## src/rtl/dup_pkg.sv

```systemverilog
// rtl/dup_pkg.sv - shared types and constants for the double-up round sequencer
//   Contents: dup_state_e round states, RES_* result codes, GUESS_* guess codes,
//   CARD_MIN/CARD_MAX rank bounds, card_is_valid() rank check.
package dup_pkg;

  typedef enum logic [2:0] {
    IDLE       = 3'd0,
    DEAL       = 3'd1,
    WAIT_GUESS = 3'd2,
    DRAW       = 3'd3,
    JUDGE      = 3'd4,
    FINISH     = 3'd5
  } dup_state_e;

  localparam logic [1:0] RES_NONE = 2'b00;
  localparam logic [1:0] RES_WIN  = 2'b01;
  localparam logic [1:0] RES_DRAW = 2'b10;
  localparam logic [1:0] RES_LOSE = 2'b11;

  localparam logic [1:0] GUESS_HIGH = 2'b01;
  localparam logic [1:0] GUESS_LOW  = 2'b10;

  localparam logic [3:0] CARD_MIN = 4'd1;
  localparam logic [3:0] CARD_MAX = 4'd13;

  function automatic logic card_is_valid(input logic [3:0] val);
    return (val >= CARD_MIN) && (val <= CARD_MAX);
  endfunction

endpackage

```

## src/rtl/dup_round_ctrl_if.sv

```systemverilog
// rtl/dup_round_ctrl_if.sv - player, card-source and credit/display signals of one double-up round
//   Parameter: CREDIT_W credit width.
//   master: the round sequencer (drives card_req and all result/credit outputs).
//   slave : the surrounding logic (drives start/credit_in, guess, collect, card_ack/card_val).
interface dup_round_ctrl_if #(
  parameter int CREDIT_W = 16
);
  logic                start;
  logic [CREDIT_W-1:0] credit_in;
  logic [1:0]          guess;
  logic                guess_valid;
  logic                collect;
  logic                card_req;
  logic                card_ack;
  logic [3:0]          card_val;
  logic [3:0]          cur_card;
  logic [3:0]          next_card;
  logic [1:0]          result;
  logic                result_valid;
  logic [3:0]          win_count;
  logic [CREDIT_W-1:0] credit_out;
  logic                busy;
  logic                done;

  modport master (
    input  start, credit_in, guess, guess_valid, collect, card_ack, card_val,
    output card_req, cur_card, next_card, result, result_valid, win_count,
           credit_out, busy, done
  );

  modport slave (
    output start, credit_in, guess, guess_valid, collect, card_ack, card_val,
    input  card_req, cur_card, next_card, result, result_valid, win_count,
           credit_out, busy, done
  );
endinterface

```

## src/rtl/dup_compare.sv

```systemverilog
// rtl/dup_compare.sv - combinational judge of a high/low guess against two card ranks
//   guess     in  2  GUESS_HIGH / GUESS_LOW
//   cur_card  in  4  face-up base card
//   next_card in  4  challenge card
//   result    out 2  RES_WIN / RES_DRAW / RES_LOSE
module dup_compare
  import dup_pkg::*;
(
  input  logic [1:0] guess,
  input  logic [3:0] cur_card,
  input  logic [3:0] next_card,
  output logic [1:0] result
);

  always_comb begin
    result = RES_LOSE;
    if (next_card == cur_card) begin
      result = RES_DRAW;
    end else if ((guess == GUESS_HIGH) && (next_card > cur_card)) begin
      result = RES_WIN;
    end else if ((guess == GUESS_LOW) && (next_card < cur_card)) begin
      result = RES_WIN;
    end
  end

endmodule

```

## src/rtl/dup_round_ctrl.sv

```systemverilog
// rtl/dup_round_ctrl.sv - double-up round sequencer: deal, guess, draw, judge, payout
//   Optional feature macro: DUP_TIMEOUT_EN (guess-wait timeout acting as collect).
//   Parameters: CREDIT_W credit width, MAX_WINS win cap (1..15), TIMEOUT_CYC guess-wait limit.
//   clock   in  system clock
//   reset_c in  synchronous active-high reset
//   bus     master side of dup_round_ctrl_if (player strobes, card handshake, credit/result outputs)
module dup_round_ctrl
  import dup_pkg::*;
#(
  parameter int CREDIT_W    = 16,
  parameter int MAX_WINS    = 10,
  parameter int TIMEOUT_CYC = 1000000
) (
  input  logic               clock,
  input  logic               reset_c,
  dup_round_ctrl_if.master   bus
);

  localparam logic [3:0] MAX_WINS_C = 4'(MAX_WINS);

  dup_state_e          state_q, state_d;
  logic                card_req_q, card_req_d;
  logic [3:0]          cur_card_q, cur_card_d;
  logic [3:0]          next_card_q, next_card_d;
  logic [1:0]          guess_q, guess_d;
  logic [1:0]          result_q, result_d;
  logic                result_valid_q, result_valid_d;
  logic [3:0]          win_count_q, win_count_d;
  logic [CREDIT_W-1:0] credit_q, credit_d;
  logic                busy_q, busy_d;
  logic                done_q, done_d;

  logic [1:0]          cmp_result;
  logic [CREDIT_W-1:0] credit_dbl;
  logic [3:0]          win_count_inc;
  logic                timeout;

  dup_compare u_compare (
    .guess     (guess_q),
    .cur_card  (cur_card_q),
    .next_card (next_card_q),
    .result    (cmp_result)
  );

  // Doubling saturates: once the MSB is set the shifted value would wrap.
  assign credit_dbl    = credit_q[CREDIT_W-1] ? '1 : {credit_q[CREDIT_W-2:0], 1'b0};
  assign win_count_inc = win_count_q + 4'd1;

`ifdef DUP_TIMEOUT_EN
  localparam int TMR_W = (TIMEOUT_CYC > 1) ? $clog2(TIMEOUT_CYC + 1) : 1;

  logic [TMR_W-1:0] timer_q, timer_d;

  // Counts cycles spent in WAIT_GUESS; any other state holds it at zero so
  // every entry into WAIT_GUESS starts a fresh window.
  always_comb begin
    timer_d = '0;
    if (state_q == WAIT_GUESS) begin
      timer_d = timer_q + 1'b1;
    end
  end

  always_ff @(posedge clock) begin
    if (reset_c) begin
      timer_q <= '0;
    end else begin
      timer_q <= timer_d;
    end
  end

  assign timeout = (state_q == WAIT_GUESS) && (timer_q == TMR_W'(TIMEOUT_CYC - 1));
`else
  logic unused_timeout_cfg;
  assign unused_timeout_cfg = (TIMEOUT_CYC > 0);
  assign timeout            = 1'b0;
`endif

  always_comb begin
    state_d        = state_q;
    card_req_d     = card_req_q;
    cur_card_d     = cur_card_q;
    next_card_d    = next_card_q;
    guess_d        = guess_q;
    result_d       = result_q;
    result_valid_d = 1'b0;
    win_count_d    = win_count_q;
    credit_d       = credit_q;
    busy_d         = busy_q;
    done_d         = 1'b0;

    case (state_q)
      IDLE: begin
        if (bus.start && (bus.credit_in != '0)) begin
          state_d     = DEAL;
          card_req_d  = 1'b1;
          busy_d      = 1'b1;
          credit_d    = bus.credit_in;
          win_count_d = '0;
          result_d    = RES_NONE;
        end
      end

      // Invalid ranks are dropped and card_req stays up for a redraw.
      DEAL: begin
        if (bus.card_ack && card_is_valid(bus.card_val)) begin
          cur_card_d = bus.card_val;
          card_req_d = 1'b0;
          state_d    = WAIT_GUESS;
        end
      end

      // Collect (or timeout) beats a guess arriving in the same cycle.
      WAIT_GUESS: begin
        if (bus.collect || timeout) begin
          state_d = FINISH;
          busy_d  = 1'b0;
          done_d  = 1'b1;
        end else if (bus.guess_valid &&
                     ((bus.guess == GUESS_HIGH) || (bus.guess == GUESS_LOW))) begin
          guess_d    = bus.guess;
          card_req_d = 1'b1;
          state_d    = DRAW;
        end
      end

      DRAW: begin
        if (bus.card_ack && card_is_valid(bus.card_val)) begin
          next_card_d = bus.card_val;
          card_req_d  = 1'b0;
          state_d     = JUDGE;
        end
      end

      JUDGE: begin
        result_d       = cmp_result;
        result_valid_d = 1'b1;
        case (cmp_result)
          RES_WIN: begin
            credit_d    = credit_dbl;
            win_count_d = win_count_inc;
            cur_card_d  = next_card_q;
            if (win_count_inc == MAX_WINS_C) begin
              state_d = FINISH;
              busy_d  = 1'b0;
              done_d  = 1'b1;
            end else begin
              state_d = WAIT_GUESS;
            end
          end
          RES_DRAW: begin
            cur_card_d = next_card_q;
            state_d    = WAIT_GUESS;
          end
          default: begin
            credit_d = '0;
            state_d  = FINISH;
            busy_d   = 1'b0;
            done_d   = 1'b1;
          end
        endcase
      end

      // done/busy were already set on the way in; just return to IDLE.
      FINISH: begin
        state_d = IDLE;
      end

      default: begin
        state_d = IDLE;
      end
    endcase
  end

  always_ff @(posedge clock) begin
    if (reset_c) begin
      state_q        <= IDLE;
      card_req_q     <= 1'b0;
      cur_card_q     <= '0;
      next_card_q    <= '0;
      guess_q        <= '0;
      result_q       <= RES_NONE;
      result_valid_q <= 1'b0;
      win_count_q    <= '0;
      credit_q       <= '0;
      busy_q         <= 1'b0;
      done_q         <= 1'b0;
    end else begin
      state_q        <= state_d;
      card_req_q     <= card_req_d;
      cur_card_q     <= cur_card_d;
      next_card_q    <= next_card_d;
      guess_q        <= guess_d;
      result_q       <= result_d;
      result_valid_q <= result_valid_d;
      win_count_q    <= win_count_d;
      credit_q       <= credit_d;
      busy_q         <= busy_d;
      done_q         <= done_d;
    end
  end

  assign bus.card_req     = card_req_q;
  assign bus.cur_card     = cur_card_q;
  assign bus.next_card    = next_card_q;
  assign bus.result       = result_q;
  assign bus.result_valid = result_valid_q;
  assign bus.win_count    = win_count_q;
  assign bus.credit_out   = credit_q;
  assign bus.busy         = busy_q;
  assign bus.done         = done_q;

endmodule

```

## src/flat_wrapper.sv

```systemverilog
// flat-port wrapper written by rule: the top's interface ports become plain ports
module dup_round_ctrl_flat import dup_pkg::*;
#(
  parameter int CREDIT_W    = 16,
  parameter int MAX_WINS    = 10,
  parameter int TIMEOUT_CYC = 1000000
)
  (clock, reset_c, bus_start, bus_credit_in, bus_guess, bus_guess_valid, bus_collect, bus_card_ack, bus_card_val, bus_card_req, bus_cur_card, bus_next_card, bus_result, bus_result_valid, bus_win_count, bus_credit_out, bus_busy, bus_done);
  dup_round_ctrl_if #(.CREDIT_W(CREDIT_W)) bus_i ();
  input  logic clock;
  input  logic reset_c;
  input wire logic [$bits(bus_i.start)-1:0] bus_start;
  input wire logic [$bits(bus_i.credit_in)-1:0] bus_credit_in;
  input wire logic [$bits(bus_i.guess)-1:0] bus_guess;
  input wire logic [$bits(bus_i.guess_valid)-1:0] bus_guess_valid;
  input wire logic [$bits(bus_i.collect)-1:0] bus_collect;
  input wire logic [$bits(bus_i.card_ack)-1:0] bus_card_ack;
  input wire logic [$bits(bus_i.card_val)-1:0] bus_card_val;
  output wire logic [$bits(bus_i.card_req)-1:0] bus_card_req;
  output wire logic [$bits(bus_i.cur_card)-1:0] bus_cur_card;
  output wire logic [$bits(bus_i.next_card)-1:0] bus_next_card;
  output wire logic [$bits(bus_i.result)-1:0] bus_result;
  output wire logic [$bits(bus_i.result_valid)-1:0] bus_result_valid;
  output wire logic [$bits(bus_i.win_count)-1:0] bus_win_count;
  output wire logic [$bits(bus_i.credit_out)-1:0] bus_credit_out;
  output wire logic [$bits(bus_i.busy)-1:0] bus_busy;
  output wire logic [$bits(bus_i.done)-1:0] bus_done;
  assign bus_i.start = bus_start;
  assign bus_i.credit_in = bus_credit_in;
  assign bus_i.guess = bus_guess;
  assign bus_i.guess_valid = bus_guess_valid;
  assign bus_i.collect = bus_collect;
  assign bus_i.card_ack = bus_card_ack;
  assign bus_i.card_val = bus_card_val;
  assign bus_card_req = bus_i.card_req;
  assign bus_cur_card = bus_i.cur_card;
  assign bus_next_card = bus_i.next_card;
  assign bus_result = bus_i.result;
  assign bus_result_valid = bus_i.result_valid;
  assign bus_win_count = bus_i.win_count;
  assign bus_credit_out = bus_i.credit_out;
  assign bus_busy = bus_i.busy;
  assign bus_done = bus_i.done;
  dup_round_ctrl #(.CREDIT_W(CREDIT_W), .MAX_WINS(MAX_WINS), .TIMEOUT_CYC(TIMEOUT_CYC)) u_core (.clock(clock), .reset_c(reset_c), .bus(bus_i));
endmodule
```

## config.mk

```make
export PLATFORM = sky130hd
export DESIGN_NAME = dup_round_ctrl_flat
export DESIGN_NICKNAME = d
export VERILOG_FILES = /design/src/rtl/dup_pkg.sv /design/src/rtl/dup_round_ctrl_if.sv /design/src/rtl/dup_compare.sv /design/src/rtl/dup_round_ctrl.sv /design/src/flat_wrapper.sv
export SDC_FILE = /design/constraint.sdc
export NUM_CORES = 1
export LEC_CHECK = 0
export BUFFER_PORTS_ARGS = -buffer_cell sky130_fd_sc_hd__clkbuf_2
export CORE_UTILIZATION = 50
export CTS_CLUSTER_SIZE = 30
export DETAILED_ROUTE_END_ITERATION = 10
export GPL_ROUTABILITY_DRIVEN = 0
export PLACE_DENSITY = 0.78
export SLEW_MARGIN = 15
export SYNTH_ARGS = -nofsm -noshare
export SYNTH_HDL_FRONTEND = slang
export SYNTH_SLANG_ARGS = --single-unit
export TNS_END_PERCENT = 10
```

## constraint.sdc

```tcl
create_clock -name clock -period 3.63 [get_ports clock]
set_input_delay 0.1815 -clock clock [delete_from_list [all_inputs] [get_ports clock]]
set_output_delay 0.1815 -clock clock [all_outputs]
set_load 0.01 [all_outputs]
```

## Word-level counts from Yosys, hierarchy flattened

Index checks and enable logic that the tools add are counted.

| cells by class | value |
|---|---|
| equality and inequality tests | 24 |
| order comparisons | 4 |
| reduce and logical (&&, ||, !) cells | 24 |
| add/subtract/negate cells | 1 |
| bitwise logic cells | 1 |
| muxes and demuxes | 37 |

Operators by type and width:

| cell | count |
|---|---|
| $pmux 16 s2 | 2 |
| $mux 16 | 2 |
| $mux 3 | 6 |
| $mux 4 | 4 |
| $pmux 4 s2 | 2 |
| $reduce_bool 16->1 | 1 |
| $pmux 3 s5 | 1 |
| $ne 2x1->1 const B | 6 |
| $reduce_and 3->1 | 4 |
| $reduce_and 5->1 | 2 |
| $mux 1 | 9 |
| $mux 2 | 4 |
| $ne 2x2->1 const B | 4 |
| $eq 2x1->1 const B | 3 |
| $eq 2x2->1 const B | 3 |
| $eq 3x2->1 const B | 2 |
| $logic_and 1x1->1 | 6 |
| $ne 3x2->1 const B | 2 |
| $pmux 1 s2 | 3 |
| $pmux 1 s3 | 2 |
| $pmux 3 s2 | 1 |
| $reduce_bool 3->1 | 2 |
| $add 4x1->4 const B | 1 |
| $eq 4x4->1 | 1 |
| other kinds (15) | 18 |

| storage, ports and cells | value |
|---|---|
| flip-flop bits (word level) | 39 |
| input port bits | 28 |
| logic and storage cells | 102 |
| output and inout port bits | 34 |

## Longest topological paths before layout

Gate-level depths: netlist of the first run.

| depth | value |
|---|---|
| word-level depth | 9 |
| depth in mapped cells | 9 |
| depth with buffers taken out | 8 |

## Hierarchy

Synthesis of the first run repeated with hierarchy kept, for this count alone.

| unflattened totals | value |
|---|---|
| cells, all modules | 273 |
| area total of the unflattened synthesis | 2,354.8 µm² |

By module, submodules not included:

| module | cells an instance | sequential area each (µm²) | area an instance (µm²) | instances |
|---|---|---|---|---|
| dup_round_ctrl | 251 | 780.7 | 2,185.8 | 1 |
| dup_compare | 22 | 0.0 | 168.9 | 1 |

## Worst setup path after synthesis of the first run

No wires, ideal clock.

| timing path | value |
|---|---|
| kind | register to register |
| start point | reg u_core.cur_card_q[1], in the netlist u_core.bus.cur_card[1] |
| end point | reg u_core.busy_q, in the netlist u_core.bus.busy |
| slack | 1.632 ns |
| path buffers | 0 |
| required time | 3.514 ns |
| arrival | 1.882 ns |
| cell stages (with the launch flop) | 9 |
| period minus slack after synthesis | 1.998 ns |
| path through | dfxtp_1 inv_1 ha_1 nor2b_1 o211ai_2 and4b_4 o221ai_2 a221o_1 and3_1 |

| on the way | value |
|---|---|
| word-level cells in the longest chain between the ends | 8 |
| elaborated cells on any way between the ends | 15 |

RTL lines:

| what | line | source |
|---|---|---|
| start, declared | dup_round_ctrl.sv:23 | `logic [3:0] cur_card_q, cur_card_d;` |
| start signal, assigned | dup_round_ctrl.sv:190 | `cur_card_q <= cur_card_d;` |
| $lt 4x4->1 | dup_compare.sv:21 | `end else if ((guess == GUESS_LOW) && (next_card < cur_card)) begin` |
| $logic_and 1x1->1 | dup_compare.sv:21 |  |
| $mux 2 | dup_compare.sv:21 |  |
| $mux 2 | dup_compare.sv:19 | `end else if ((guess == GUESS_HIGH) && (next_card > cur_card)) begin` |
| $mux 2 (*) | dup_compare.sv:17 | `if (next_card == cur_card) begin` |
| $eq 2x2->1 or $eq 2x1->1 (tied branches) | dup_round_ctrl.sv:137 | `case (cmp_result)` |
| $pmux 1 s2, or another cell as far along | dup_round_ctrl.sv:137 |  |
| $pmux 1 s3 or $reduce_and 5->1 (tied branches) | -- |  |
| end signal, assigned | dup_round_ctrl.sv:197 | `busy_q <= busy_d;` |
| end, declared | dup_round_ctrl.sv:30 | `logic busy_q, busy_d;` |

Mark *: on every way between the ends. The rest lies on a longest branch, timed or not.
A chain may end at the register's enable or synchronous reset.

## Worst setup path in the final report of the first run

| timing path | value |
|---|---|
| start point | reg u_core.cur_card_q[1], in the netlist u_core.bus.cur_card[1] |
| end point | reg u_core.credit_q[2], in the netlist u_core.bus.credit_out[2] |

| on the way | value |
|---|---|
| word-level cells in the longest chain between the ends | 8 |
| elaborated cells on any way between the ends | 14 |

RTL lines:

| what | line | source |
|---|---|---|
| $lt 4x4->1 | dup_compare.sv:21 |  |
| $logic_and 1x1->1 | dup_compare.sv:21 |  |
| $mux 2 | dup_compare.sv:21 |  |
| $mux 2 | dup_compare.sv:19 |  |
| $mux 2 (*) | dup_compare.sv:17 |  |
| $eq 2x2->1 or $eq 2x1->1 (tied branches) | dup_round_ctrl.sv:137 |  |
| $pmux 16 s2 or $ne 2x2->1 (tied branches) | -- |  |
| $pmux 16 s2 or $reduce_and 3->1 (tied branches) | -- |  |
| end signal, assigned | dup_round_ctrl.sv:196 | `credit_q <= credit_d;` |
| end, declared | dup_round_ctrl.sv:29 | `logic [CREDIT_W-1:0] credit_q, credit_d;` |

Marks and branches as above.

==> flow_summary.toml, run 1 <==
[run_status]
status = "complete, no violations"

[timing]
hold_ws_ns = 0.102
tightest_slew_ns = 0.686
rsz0062_at_grt = "false"
drv_slew = 0
hold_viol_final = 0
setup_tns_ns = 0
finalClockSkew_ns = 0.00600
relSlewSlack_pct = 54.3
fmax_ghz = 0.477
period_needed_ns = 2.10
finalCritPeriodShare_pct = 57.8
setup_viol = 0

[die]
ioPinCount = 62
rows = 23
die_w_um = 66.6
start_util_pct = 52.1
core_area_um2 = 4000
die_y_um = 66.6
die_area_um2 = 4430

[place]
dp_cells = 343
placed_area_um2 = 2380
place.detailed.hpwl_um = 3550
io_buffers = 61

[finish]
postLayoutCellArea_um2 = 2460
seq_area_um2 = 781
fillers = 357
area_delta_synth_final_pct = 18.2
instances_no_fill = 351
multi_input_area_um2 = 1180
drive_above_1_share_pct = 27.9
diodes = 0
fin_nets = 334

[detailed_routing]
ant_nets = 0
vias = 2030
drt_wl_total_um = 5000
drt_iter0_markers = 132
first_pass_iters = 4
wl_per_cell_um = 14.2
vias_per_cell = 5.78
drcViolationCount = 0

[worst_setup_path]
worstPathArrival_ns = 2.29
crit_family = "compound AO/OA/AOI/OAI gates"
cp_cell_sequence = "inv_1 -> ha_1 -> nor2b_1 -> o211ai_2 -> and4b_4 -> o21a_4 -> o21ai_1 -> a311oi_1"
critPathCaptureType = "flip-flop"
critPathKind = "flip-flop to flip-flop"
critPathMaxFanout = 24
cpPeakStageDelay_ns = 0.36
cp.required_ns = 3.83
cp_slowest_cell = "dfxtp_1"
critPathBufInv = 1
crit_path_start_kind = "flip-flop"

[global_route]
grt_usage_pct = 23.0
grt_overflow_total = 0
grt_max_degree = 33
grt_pass1_wl_um = 7890
antenna_found_initial = 0
grt_pass1_vias = 1734

[job]
drv_cap = 0

[clocking]
cts_tree = "yes"
cts_buffers = 5
insertion_delay_ns = 0.29
h-tree-depth = 2
cts.sinks = 39
cts_setup_buffers = 0
cts_hold_buf = 0
path_clk_slew_ns = 0.08
cts_resized = 0
cts_buffer_depth = 2
cts_root_buf = "clkbuf_8"

[logic_synthesis]
yosysMostFrequentCell = "dfxtp_1"
syn_area_um2 = 2080
ys.flop_type = "dfxtp_1"
synthTopCellsByCount = "dfxtp_1 (39), nor2_1 (31), nand2_1 (26)"
syn-instance-count = 246
synth_edf_count = 0
synth_fp_nets = 280
synth_area_per_cell_um2 = 8.47
synth_top_area_share_pct = 37.5
synth_seq_area_share_pct = 37.5
yosys.area.top_type = "dfxtp_1"
synthDistinctLibCells = 50
yosysWarnings = 0
synth_seq_cells = 39
synth_async_sr_flop_share_pct = 0
yosys-top-cells-area = "dfxtp_1 (37%), a311oi_1 (5.9%), nor2_1 (5.6%)"

[min_path]
min_path_type = "input pin to flip-flop"

[power_and_ir_drop]
power.density_nw_per_um2 = 458
p_leak_uw = 0.00108
swShare_pct = 34.3
switchingPower_uw = 387
power_frac_comb_pct = 26.8
peakVddDrop_mv = 0.312
p_seq_share_pct = 47.3
clockPowerShare_pct = 25.9
internal_power_uw = 741
-- through the flow --
| step | worst slack, ns | power [uW] | util, % |
|---|---|---|---|
| CTS | 1.55 | 1130 | 61.6 |
| global placement | 1.63 | 837 | 59.5 |
| finish | 1.53 | 1130 | 61.6 |
| detailed placement | 1.57 | 844 | 59.5 |
| global route | 1.40 | 1190 | 61.6 |
| floorplan | 1.63 | 743 | - |
-- layout make-up --
| cell class | count | area share (%) |
|---|---|---|
| multi-input combinational | 181 | 48.0 |
| sequential | 39 | 31.7 |
| timing repair buffer | 62 | 12.7 |
| clock buffer | 6 | 2.94 |
| tap | 50 | 2.54 |
| inverter | 11 | 1.68 |
| clock inverter | 2 | 0.508 |
-- final timing paths --
check,endpoint,cells after the start,from,slack [ns]
worst min-delay path,u_core.guess_q[0],2,bus_guess[1],0.10
worst max register to register,u_core.bus.credit_out[2],8,u_core.bus.cur_card[1],1.53
worst max-delay path,u_core.bus.credit_out[2],8,u_core.bus.cur_card[1],1.53
worst min register to register,u_core.bus.credit_out[4],2,u_core.bus.credit_out[4],0.51
-- registers in the layout, summed over array words and instances (netlist names), 2 cells and up --
name	cells
u_core.bus.cur_card	4
u_core.bus.credit_out	16
u_core.bus.next_card	4
u_core.guess_q	2
u_core.bus.win_count	4
u_core.state_q	3
u_core.bus.result	2
-- cell usage in the layout, fill, tap and decap left out, types with 2 or more instances in the layout --
cell and n:
nor2_1 31, clkbuf_8 5, o311a_1 4, nor3_1 4, clkbuf_2 61, a21oi_1 12
nor4_1 5, or2_2 2, nand3_1 3, nand3b_1 2, a31oi_1 2, dfxtp_1 39
ha_1 6, inv_1 11, nor2_4 2, mux2i_1 11, nand2_1 26, a41oi_1 2
a311oi_1 14, o21ai_0 5, o21a_1 3, o21ai_1 15, a22oi_1 2, nand2b_1 2
nor2b_1 3, a211oi_1 3
-- worst reg2reg max path, cell delays in order, from the launching register on --
cell,delay [ns]
dfxtp_1,0.36
inv_1,0.05
ha_1,0.28
nor2b_1,0.14
o211ai_2,0.17
and4b_4,0.29
o21a_4,0.30
o21ai_1,0.13
a311oi_1,0.29
-- per-layer routing --
layer | track usage [%] | up-vias | routed length, um
met1 | 31.4 | 960 | 2320
met3 | 4.45 | 5 | 198
met4 | 7.98 | 0 | 57
met2 | 35.6 | 52 | 2420
li1 | - | 1013 | -
met5 | 0 | - | 0
-- power groups by stage --
stage | Sequential (uW) | Clock, uW | Combinational (uW)
floorplan | 539 | 0 | 205
global placement | 542 | 0 | 294
detailed placement | 543 | 0 | 301
CTS | 532 | 295 | 302
global route | 541 | 313 | 335
finish | 534 | 292 | 302
-- logic make-up after synthesis --
| logic type | count (synthesis) | synth area share (%) |
|---|---|---|
| muxes | 12 | 5.82 |
| xor gates and xnor gates | 1 | 0.420 |
| AOI/OAI and AO/OA | 77 | 27.3 |
| buffers and inverters | 26 | 5.82 |
| adders and majority gates | 6 | 3.60 |
| and+or+nand+nor | 85 | 19.6 |
| DFF | 39 | 37.5 |
Note: power is estimated with default switching activity, not from simulation.
==> inputs of run 2 (changes only) <==
--- a/config.mk
+++ b/config.mk
@@ -5,12 +5,13 @@
 export SDC_FILE = /design/constraint.sdc
 export NUM_CORES = 1
 export LEC_CHECK = 0
+export ABC_AREA = 1
 export BUFFER_PORTS_ARGS = -buffer_cell sky130_fd_sc_hd__clkbuf_2
 export CORE_UTILIZATION = 50
 export CTS_CLUSTER_SIZE = 30
 export DETAILED_ROUTE_END_ITERATION = 10
 export GPL_ROUTABILITY_DRIVEN = 0
-export PLACE_DENSITY = 0.78
+export PLACE_DENSITY = 0.77
 export SLEW_MARGIN = 15
 export SYNTH_ARGS = -nofsm -noshare
 export SYNTH_HDL_FRONTEND = slang
==> constraint.sdc (replaced) <==
create_clock -name clock -period 2.14 [get_ports clock]
set_input_delay 0.107 -clock clock [delete_from_list [all_inputs] [get_ports clock]]
set_output_delay 0.107 -clock clock [all_outputs]
set_load 0.01 [all_outputs]
==> flow_summary.toml, run 2 <==
[run_status]
status = "complete, no violations"

[timing]
drv_slew = 0
setup_viol = 0
finalClockSkew_ns = 0.00806
fmax_ghz = 0.500
period_needed_ns = 2.00
rsz0062_at_grt = "false"
hold_viol_final = 0
tightest_slew_ns = 0.589
setup_tns_ns = 0
relSlewSlack_pct = 60.7
finalCritPeriodShare_pct = 93.5

[worst_setup_path]
critPathMaxFanout = 30
cp_slowest_cell = "dfxtp_1"
cpPeakStageDelay_ns = 0.36
r2r-start = "u_core.bus.cur_card[3]"
ff2ff_path_depth = 9
cp_cell_sequence = "inv_1 -> ha_1 -> nand2_2 -> nor2_4 -> nor2_8 -> inv_1 -> nand2_2 -> o21ai_0 -> nor2_1"
ff2ff_setup_slack_ns = 0.14
cp.required_ns = 2.32
worstPathArrival_ns = 2.18
crit_family = "simple AND/OR/NAND/NOR gates"
critPathBufInv = 2
critPathCaptureType = "flip-flop"
critPathKind = "flip-flop to flip-flop"
r2r_end = "u_core.bus.credit_out[0]"
crit_path_start_kind = "flip-flop"

[die]
die_y_um = 68.0
start_util_pct = 53.2
rows = 23
ioPinCount = 62
die_area_um2 = 4620
core_area_um2 = 4090
die_w_um = 68.0

[logic_synthesis]
synth_top_area_share_pct = 35.9
yosys.area.top_type = "dfxtp_1"
yosysWarnings = 0
synthTopCellsByCount = "nand2_1 (68), nor2_1 (54), inv_1 (41)"
synth_edf_count = 0
synth_async_sr_flop_share_pct = 0
synth_seq_cells = 39
yosysMostFrequentCell = "nand2_1"
synthDistinctLibCells = 28
synth_seq_area_share_pct = 35.9
syn-instance-count = 330
synth_area_per_cell_um2 = 6.59
syn_area_um2 = 2180
yosys-top-cells-area = "dfxtp_1 (36%), nand2_1 (12%), nor2_1 (9.3%)"
ys.flop_type = "dfxtp_1"
synth_fp_nets = 364

[detailed_routing]
drt_iter0_markers = 142
vias_per_cell = 5.03
wl_per_cell_um = 11.3
drcViolationCount = 0
ant_nets = 0
drt_wl_total_um = 4960
vias = 2208
first_pass_iters = 4

[clocking]
h-tree-depth = 2
cts_resized = 0
cts_tree = "yes"
insertion_delay_ns = 0.29
path_clk_slew_ns = 0.08
cts_root_buf = "clkbuf_8"
cts_buffer_depth = 2
cts_setup_buffers = 0
cts_buffers = 5
cts.sinks = 39
cts_hold_buf = 0

[job]
drv_cap = 0

[global_route]
grt_max_degree = 31
grt_overflow_total = 0
grt_pass1_vias = 1980
grt_usage_pct = 23.5
grt_pass1_wl_um = 8160
antenna_found_initial = 0

[finish]
fillers = 400
largest_reg_flops = 16
postLayoutCellArea_um2 = 2580
final_cell_mix = "nand2_1 (68), clkbuf_2 (61), nor2_1 (54)"
drive_above_1_share_pct = 22.4
diodes = 0
final_common_cell = "nand2_1"
fin_nets = 422
area_delta_synth_final_pct = 18.4

[min_path]
min_path_type = "input pin to flip-flop"
worstHoldStart = "bus_guess[1]"
hold_path_depth = 2
worstHoldEndpoint = "u_core.guess_q[0]"

[place]
place.detailed.hpwl_um = 3660
io_buffers = 61
placed_area_um2 = 2490

[power_and_ir_drop]
p_leak_uw = 0.00133
peakVddDrop_mv = 0.518
power.density_nw_per_um2 = 850
[run 2: cell families (layout without fill, tap and decap cells)]
group	count (synthesis)	after routing	share of synthesized area [%]
flip-flops	39	39	35.9
AO/OA/AOI/OAI	81	81	20.3
AND/OR/NAND/NOR	150	150	30.2
adder cells (fa/ha/maj)	6	6	3.45
buffers and inverters	54	113	10.2
[run 2: metal layers]
layer	track usage, %	share of wire (%)	vias to the layer above
met1	28.8	49	973
met5	0	0	-
met3	6.67	4.4	4
met4	8.85	0.91	0
met2	38.6	46	53
li1	-	-	1178
[run 2: per-stage QoR]
stage / worst slack, ns / power (uW) / hold slack (ns) / instances / util, %
after floorplan: 0.395 / 1500 / 0.197 / 330 / -
after global placement: 0.255 / 1700 / 0.321 / 431 / 61.1
after detailed placement: 0.224 / 1710 / 0.324 / 431 / 61.1
after CTS: 0.201 / 2190 / 0.0136 / 439 / 63.0
after global routing: 0.0199 / 2360 / 0.0201 / 439 / 63.0
final: 0.139 / 2190 / 0.0148 / 439 / 63.0
[run 2: how the worst max path moves through the flow]
stage,end,startpoint,cells past startpoint
after floorplan,u_core.bus.win_count[1],u_core.bus.cur_card[3],11
after global placement,u_core.bus.credit_out[0],u_core.bus.cur_card[3],11
after detailed placement,u_core.bus.credit_out[0],u_core.bus.cur_card[3],9
after CTS,u_core.bus.credit_out[0],u_core.bus.cur_card[3],9
after global routing,u_core.bus.credit_out[1],u_core.bus.cur_card[3],9
final,u_core.bus.credit_out[0],u_core.bus.cur_card[3],9
[run 2: worst reg2reg max path, stage by stage, from the launching register on]
cell     delay (ns)
dfxtp_1        0.36
inv_1          0.05
ha_1           0.30
nand2_2        0.08
nor2_4         0.20
nor2_8         0.06
inv_1          0.12
nand2_2        0.30
o21ai_0        0.34
nor2_1         0.08
[run 2: report_power, final]
| group | internal, uW | leakage (uW) | switching, uW |
|---|---|---|---|
| clock | 229 | 0.0000422 | 257 |
| combinational | 275 | 0.000964 | 487 |
| sequential | 835 | 0.000319 | 108 |
[run 2: final cells by class]
type	instances	area [um2]	share of cell area, %
multi-input cells	237	1170	45.6
flip-flops and latches	39	781	30.3
repair buffers	63	320	12.4
inverters	42	158	6.12
clock buffers	7	76.3	2.96
well taps	50	62.6	2.43
clock inverters	1	5.00	0.194
==> inputs of run 3 (changes only) <==
--- a/config.mk
+++ b/config.mk
@@ -7,11 +7,12 @@
 export LEC_CHECK = 0
 export ABC_AREA = 1
 export BUFFER_PORTS_ARGS = -buffer_cell sky130_fd_sc_hd__clkbuf_2
-export CORE_UTILIZATION = 50
+export CAP_MARGIN = 20
+export CORE_UTILIZATION = 52
 export CTS_CLUSTER_SIZE = 30
 export DETAILED_ROUTE_END_ITERATION = 10
 export GPL_ROUTABILITY_DRIVEN = 0
-export PLACE_DENSITY = 0.77
+export PLACE_DENSITY = 0.8
 export SLEW_MARGIN = 15
 export SYNTH_ARGS = -nofsm -noshare
 export SYNTH_HDL_FRONTEND = slang
==> flow_summary.toml, run 3 (same netlist as run 2, synthesis figures left out) <==
[finish]
diodes = 0
drive_above_1_share_pct = 22.4
final_common_cell = "nand2_1"
area_delta_synth_final_pct = 18.6
final_cell_mix = "nand2_1 (68), clkbuf_2 (61), nor2_1 (54)"
postLayoutCellArea_um2 = 2580
fin_nets = 422
largest_reg_flops = 16

[detailed_routing]
drt_wl_total_um = 4970
drcViolationCount = 0
ant_nets = 0
vias_per_cell = 5.20
vias = 2281
first_pass_iters = 5
wl_per_cell_um = 11.3
drt_iter0_markers = 166

[place]
io_buffers = 61
placed_area_um2 = 2490
place.detailed.hpwl_um = 3680
pre_cts_ws_ns = 0.182

[power_and_ir_drop]
peakVddDrop_mv = 0.499
p_leak_uw = 0.00133
power.density_nw_per_um2 = 848

[worst_setup_path]
critPathMaxFanout = 18
cp.required_ns = 2.33
worstPathArrival_ns = 2.12
cp_cell_sequence = "inv_1 -> ha_1 -> nand2_2 -> nor2_4 -> inv_1 -> nand2_1 -> nand2_2 -> nand3_4 -> inv_1 -> a21oi_1 -> nor2_1"
cp_slowest_cell = "dfxtp_1"
critPathKind = "flip-flop to flip-flop"
crit_family = "simple AND/OR/NAND/NOR gates"
critPathBufInv = 3
cpPeakStageDelay_ns = 0.37
critPathCaptureType = "flip-flop"
cp_common_cell = "inv_1"
crit_path_start_kind = "flip-flop"

[timing]
drv_slew = 0
hold_viol_final = 0
fmax_ghz = 0.519
setup_viol = 0
finalCritPeriodShare_pct = 90.0
rsz0062_at_grt = "false"
relSlewSlack_pct = 59.7
period_needed_ns = 1.93
hold_ws_ns = 0.0176
setup_slack_ns = 0.214
finalClockSkew_ns = 0.0124
tightest_slew_ns = 0.604
setup_tns_ns = 0

[die]
core_area_um2 = 4000
die_y_um = 66.7
ioPinCount = 62
start_util_pct = 54.4
rows = 23
die_w_um = 66.7
die_area_um2 = 4450

[clocking]
cts.sinks = 39
cts_resized = 0
cts_root_buf = "clkbuf_8"
path_clk_slew_ns = 0.08
insertion_delay_ns = 0.29
cts_buffers = 5
cts_setup_buffers = 0
cts_tree = "yes"
h-tree-depth = 2
cts_hold_buf = 0
cts_buffer_depth = 2

[global_route]
grt_overflow_total = 0
grt_usage_pct = 24.2
antenna_found_initial = 0
grt_pass1_vias = 1909
grt_pass1_wl_um = 8220
grt_max_degree = 31

[min_path]
min_path_type = "input pin to flip-flop"

[job]
drv_cap = 0

[run_status]
status = "complete, no violations"
run 3: cell counts in the layout (fill, tap and decap cells not counted):
No cell type changed its count.
run 3: cell type report:
class	instances	area (um2)
Clock buffer	7	76.3
Clock inverter	1	5.00
Fill cell	378	1420
Inverter	42	158
Multi-Input combinational cell	237	1180
Sequential cell	39	781
Tap cell	50	62.6
Timing Repair Buffer	63	320
run 3: final timing paths:
check                          from                  endpoint  slack (ns)  cells after the start
max          u_core.bus.cur_card[3]  u_core.bus.credit_out[0]        0.21                     11
min                    bus_guess[1]         u_core.guess_q[0]        0.02                      2
max reg2reg  u_core.bus.cur_card[3]  u_core.bus.credit_out[0]        0.21                     11
min reg2reg         u_core.bus.busy           u_core.bus.busy        0.45                      2
run 3: through the flow:
stage               total power (uW)  std cells  utilization (%)
detailed placement              1710        431             62.4
global placement                1690        431             62.4
floorplan                       1500        330                -
finish                          2190        439             64.5
CTS                             2190        439             64.4
global route                    2360        439             64.5
run 3: power breakdown:
part / total, uW / leakage, uW / switching [uW] / internal (uW)
clock network: 478 / 0.0000422 / 250 / 229
logic: 767 / 0.000965 / 491 / 276
registers: 943 / 0.000319 / 108 / 835
run 3: metal layers:
| layer | wire, um | GRT usage (%) | up-vias | part of all wire [%] |
|---|---|---|---|---|
| li1 | - | - | 1177 | - |
| met1 | 2290 | 33.2 | 1012 | 46 |
| met2 | 2310 | 37.9 | 81 | 46 |
| met3 | 288 | 4.45 | 11 | 5.8 |
| met4 | 85 | 7.98 | 0 | 1.7 |
| met5 | 0 | 0 | - | 0 |
